File: config.mk
export PLATFORM = sky130hd
export DESIGN_NAME = ahb_master_arbiter
export DESIGN_NICKNAME = d
export VERILOG_FILES = /design/src/rtl/ahb_master_arbiter.sv
export SDC_FILE = /design/constraint.sdc
export NUM_CORES = 1
export LEC_CHECK = 0
export ABC_AREA = 1
export BUFFER_PORTS_ARGS = -buffer_cell sky130_fd_sc_hd__clkbuf_2
export CAP_MARGIN = 15
export CORE_MARGIN = 3
export CORE_UTILIZATION = 25
export DETAILED_ROUTE_END_ITERATION = 16
export GPL_TIMING_DRIVEN = 1
export PLACE_DENSITY = 0.63
export SLEW_MARGIN = 20
export SYNTH_ARGS = -nofsm -noshare
export SYNTH_HDL_FRONTEND = slang
export SYNTH_SLANG_ARGS = --single-unit
File: constraint.sdc
create_clock -name ahbclk -period 3.3 [get_ports ahbclk]
set_clock_uncertainty 0.1 [all_clocks]
set_input_delay 0.165 -clock ahbclk [delete_from_list [all_inputs] [get_ports ahbclk]]
set_output_delay 0.165 -clock ahbclk [all_outputs]
set_load 0.02 [all_outputs]
File: src/rtl/ahb_master_arbiter.sv
// Round-robin arbiter sharing one AHB master port among NUM_REQ requesters,
// with one outstanding read. Optional burst lock: define ARB_BURST_LOCK_EN.
module ahb_master_arbiter #(
  parameter int NUM_REQ   = 2,
  parameter int BURST_LEN = 4
) (
  input  logic                    ahbclk,
  input  logic                    ahbrst,
  input  logic [NUM_REQ-1:0]      i_req_valid,
  input  logic [32*NUM_REQ-1:0]   i_req_addr,
  input  logic [32*NUM_REQ-1:0]   i_req_wr_data,
  input  logic [NUM_REQ-1:0]      i_req_rd0_wr1,
  output logic [NUM_REQ-1:0]      o_req_ready,
  output logic [NUM_REQ-1:0]      o_req_rd_valid,
  output logic [31:0]             o_req_rd_data,
  output logic [31:0]             o_addr,
  output logic [31:0]             o_wr_data,
  output logic                    o_rd0_wr1,
  output logic                    o_valid,
  input  logic                    i_ready,
  input  logic [31:0]             i_rd_data,
  input  logic                    i_rd_valid,
  output logic [1:0]              o_grant_id,
  output logic                    o_busy
);

  typedef enum logic [1:0] {
    IDLE,
    ISSUE,
    WAIT_RD
  } state_e;

  state_e        state_q;
  logic [1:0]    rr_ptr_q;
  logic [1:0]    grant_q;
  logic          valid_q;
  logic          rd0_wr1_q;
  logic [31:0]   addr_q;
  logic [31:0]   wr_data_q;

  logic               rr_found_d;
  logic [1:0]         rr_win_d;
  logic [1:0]         win_id_d;
  logic [NUM_REQ-1:0] win_oh_d;
  logic [NUM_REQ-1:0] grant_oh_d;
  logic               capture_d;
  logic               lock_d;

  // First asserted requester strictly after rr_ptr, wrapping around.
  // NOTE: every signal written in always_comb gets a default first, so no latch is inferred.
  always_comb begin
    rr_found_d = 1'b0;
    rr_win_d   = '0;
    for (int k = 1; k <= NUM_REQ; k++) begin
      if (!rr_found_d && i_req_valid[(int'(rr_ptr_q) + k) % NUM_REQ]) begin
        rr_found_d = 1'b1;
        rr_win_d   = 2'((int'(rr_ptr_q) + k) % NUM_REQ);
      end
    end
  end

  assign grant_oh_d = NUM_REQ'(1) << grant_q;

`ifdef ARB_BURST_LOCK_EN
  logic [3:0] burst_cnt_q;
  logic       last_vld_q;

  // The first grant after reset has no previous winner to lock onto.
  assign lock_d = last_vld_q && (|(i_req_valid & grant_oh_d)) &&
                  (burst_cnt_q < 4'(BURST_LEN - 1));
`else
  assign lock_d = 1'b0;
`endif

  assign win_id_d  = lock_d ? grant_q : rr_win_d;
  assign win_oh_d  = NUM_REQ'(1) << win_id_d;
  assign capture_d = (state_q == IDLE) && (|i_req_valid);

  // Gated by reset so no ready pulse escapes while reset is held.
  assign o_req_ready    = win_oh_d & {NUM_REQ{capture_d & ahbrst}};
  assign o_req_rd_valid = grant_oh_d & {NUM_REQ{(state_q == WAIT_RD) & i_rd_valid}};
  assign o_req_rd_data  = i_rd_data;

  assign o_addr     = addr_q;
  assign o_wr_data  = wr_data_q;
  assign o_rd0_wr1  = rd0_wr1_q;
  assign o_valid    = valid_q;
  assign o_grant_id = grant_q;
  assign o_busy     = (state_q != IDLE);

  // NOTE: sequential state uses non-blocking assignments only, so every register
  // samples pre-edge values and simulation matches the synthesized flops.
  always_ff @(posedge ahbclk or negedge ahbrst) begin
    if (!ahbrst) begin
      state_q     <= IDLE;
      rr_ptr_q    <= 2'(NUM_REQ - 1);
      grant_q     <= '0;
      valid_q     <= 1'b0;
      rd0_wr1_q   <= 1'b0;
      addr_q      <= '0;
      wr_data_q   <= '0;
`ifdef ARB_BURST_LOCK_EN
      burst_cnt_q <= '0;
      last_vld_q  <= 1'b0;
`endif
    end else begin
      case (state_q)
        IDLE: begin
          if (capture_d) begin
            addr_q    <= i_req_addr[32*int'(win_id_d) +: 32];
            wr_data_q <= i_req_wr_data[32*int'(win_id_d) +: 32];
            rd0_wr1_q <= |(i_req_rd0_wr1 & win_oh_d);
            rr_ptr_q  <= win_id_d;
            grant_q   <= win_id_d;
            valid_q   <= 1'b1;
            state_q   <= ISSUE;
`ifdef ARB_BURST_LOCK_EN
            burst_cnt_q <= lock_d ? burst_cnt_q + 4'd1 : 4'd0;
            last_vld_q  <= 1'b1;
`endif
          end
        end
        ISSUE: begin
          if (i_ready) begin
            valid_q <= 1'b0;
            state_q <= rd0_wr1_q ? IDLE : WAIT_RD;
          end
        end
        WAIT_RD: begin
          if (i_rd_valid) begin
            state_q <= IDLE;
          end
        end
        default: state_q <= IDLE;
      endcase
    end
  end

endmodule

==> reports/summary.txt <==
Sequential share of the synthesized area: 42.3%
CTS Hold Bufs: 2
Port Buffers: 207
Avg WL per Cell: 12.9 um
Worst r2r path cells: 7
DP HPWL: 8790 um
Cell count after synthesis: 561
Total grt overflow: 0
Initial antenna violation count: 0
Comb pwr share: 46.0%
CTS Buf Count: 9
Slew HR: 50.1%
Die Wd: 135 um
Io pins: 273
Met2 WL: 5700 um
Post-synth top area cell: dfrtp_1
1st-iter DRT viols: 151
H-Tree Depth: 3
Ant. Diodes: 0
Endpoints failing hold: 0
Count of maximum capacitance violations: 0
Clk root buf: clkbuf_16
Setup crit start kind: flop
Post-synth top area share: 41.7%
Met1 Wirelength: 5280 um
Synth top area cells: dfrtp_1, nand2_1, nand3b_1
Core area: 0.0161 mm^2
Commonest non-fill, non-tap cells in the layout: clkbuf_2, nand2_1, inv_1, dfrtp_1, nand3_1
Final Setup Violations: 0
Worst-Margin Slew: 0.749 ns
Number of synthesized register bits: 70
GP Congestion: 0.768
Number of nets still failing antenna checks after routing: 0
Clock Power Share: 21.5%
First-pass GRT wire length: 19600 um
Fin crit period: 2.07 ns
Design area: 0.00539 mm^2
Power Density: 891 mW/mm^2
Slew Viols, Final: 0
Vias per cell: 4.24
Largest net degree at the start of global routing: 67
Reg clk slew, reported paths: 0.05 ns
DR vias: 3992
Post-synthesis to final-layout area growth: 30.2%
RSZ-0062 raised after global routing: no
Total Nets Final: 888
Initial Util: 25.8%
Die Y-Extent: 135 um
Worst hold stages: 5
Final TNS setup: 0 ns
Yosys cell types: 18
Cell Area, Synth: 0.00414 mm^2
Peak supply drop: 316 uV
TritonCTS clock tree: done
Most common cell after layout, fill and taps aside: clkbuf_2
Post_cts resized: 0
Placed Area: 0.00506 mm^2
Via count of the first global-routing pass: 3864
Fmax: 483 MHz
Sequential Area: 0.00175 mm^2
Area of the multi-input gates: 0.00167 mm^2
Hold slack: 0.0362 ns
Post-CTS setup buffer count: 0
Critical Path End Type: primary output
Syn_nets: 729
GRT Util Overall: 13.5%
Routed met3 length: 875 um
Internal Pwr Total: 0.00268 W
Ys Warns: 0
Row count: 46
Fill count: 1750
DRC viols: 0
Final wirelength: 12100 um
CP Class: reg2out
Synth Area per Inst: 7.38 um^2
Reg power frac: 32.5%
Initial DRT Pass Iterations: 5
Critical Path RT: 3.03 ns
Die area: 0.0181 mm^2
Worst path arrival time: 1.81 ns
CTS Sinks: 70
P_leak: 3.20 nW
Clock tree buffer depth: 2
Fin crit share: 62.7%
Top sig layer: met4
Net Sw Power: 0.00212 W
HP Class: in2reg
Switching Fraction: 44.2%
Share of cells above drive strength 1: 32.4%
Outcome: complete, no violations
Clock network latency to the later pin of the worst-skew pair: 0.33 ns
Crit Path Max Fanout: 30
final cells by class:
cell class                 instances  share of cell area, %
sequential                        70                   32.5
clock inverter                     4                   1.30
clock buffer                      12                   4.57
multi-input combinational        350                   30.9
inverter                          73                   5.08
tap                              216                   5.01
timing repair buffer             216                   20.6
logic make-up after synthesis:
| group | share of synthesized area, % |
|---|---|
| other | 0.0905 |
| buffers and inverters | 17.5 |
| AO/OA/AOI/OAI | 0.241 |
| AND/OR/NAND/NOR | 39.8 |
| flip-flops | 42.3 |
power groups by stage:
stage | Combinational (W) | Clock, W | Sequential (W)
6_report | 0.00221 | 0.00103 | 0.00156
5_1_grt | 0.00248 | 0.00112 | 0.00162
3_3_place_gp | 0.00222 | 0 | 0.00158
2_1_floorplan | 0.00107 | 0 | 0.00204
3_5_place_dp | 0.00227 | 0 | 0.00156
4_1_cts | 0.00226 | 0.00108 | 0.00156
per-layer routing:
| layer | track usage [%] | vias to the layer above |
|---|---|---|
| met1 | 17.0 | 1811 |
| met5 | 0 | - |
| li1 | - | 2011 |
| met2 | 21.5 | 149 |
| met4 | 4.13 | 0 |
| met3 | 5.03 | 21 |
synth_stat cells (all sizes together):
library cell and n:
nand2 205, inv 73, dfrtp 69, nand3 68, nand3b 67, buf 58
clkbuf 10, nor2 6, a21oi 1, conb 1, dfstp 1, nor3 1
o21ai 1
registers in the layout (all words and copies together) (netlist names):
| signal | count |
|---|---|
| o_addr | 32 |
| o_wr_data | 32 |
| state_q | 2 |
| o_grant_id | 1 |
| o_rd0_wr1 | 1 |
| o_valid | 1 |
| rr_ptr_q | 1 |
worst paths after layout:
check	start	to	slack, ns
hold / removal	i_req_wr_data[10]	o_wr_data[10]	0.04
setup reg to reg	state_q[1]	o_addr[15]	1.44
max in group asynchronous	ahbrst	o_wr_data[5]	2.03
hold reg to reg	o_addr[13]	o_addr[13]	0.37
min in group asynchronous	ahbrst	o_addr[11]	0.23
setup / recovery	rr_ptr_q[0]	o_req_ready[0]	1.23
worst max-delay path, cell delays in order, from the launching register on:
cell and delay (ns):
dfstp_2 0.55, nand2_2 0.07, nand2_2 0.06, buf_4 0.31, inv_1 0.10, nor3_1 0.17, clkbuf_2 0.21
stage by stage:
stage | worst slack [ns] | utilization [%] | power, W | instances
after global placement | 1.31 | 31.5 | 0.00379 | 923
after floorplan | 1.60 | - | 0.00311 | 561
final | 1.23 | 33.6 | 0.00480 | 941
after global routing | 1.06 | 33.6 | 0.00522 | 941
after detailed placement | 1.31 | 31.5 | 0.00383 | 923
after CTS | 1.19 | 33.6 | 0.00490 | 941
Power figures use the tool's default switching activity.
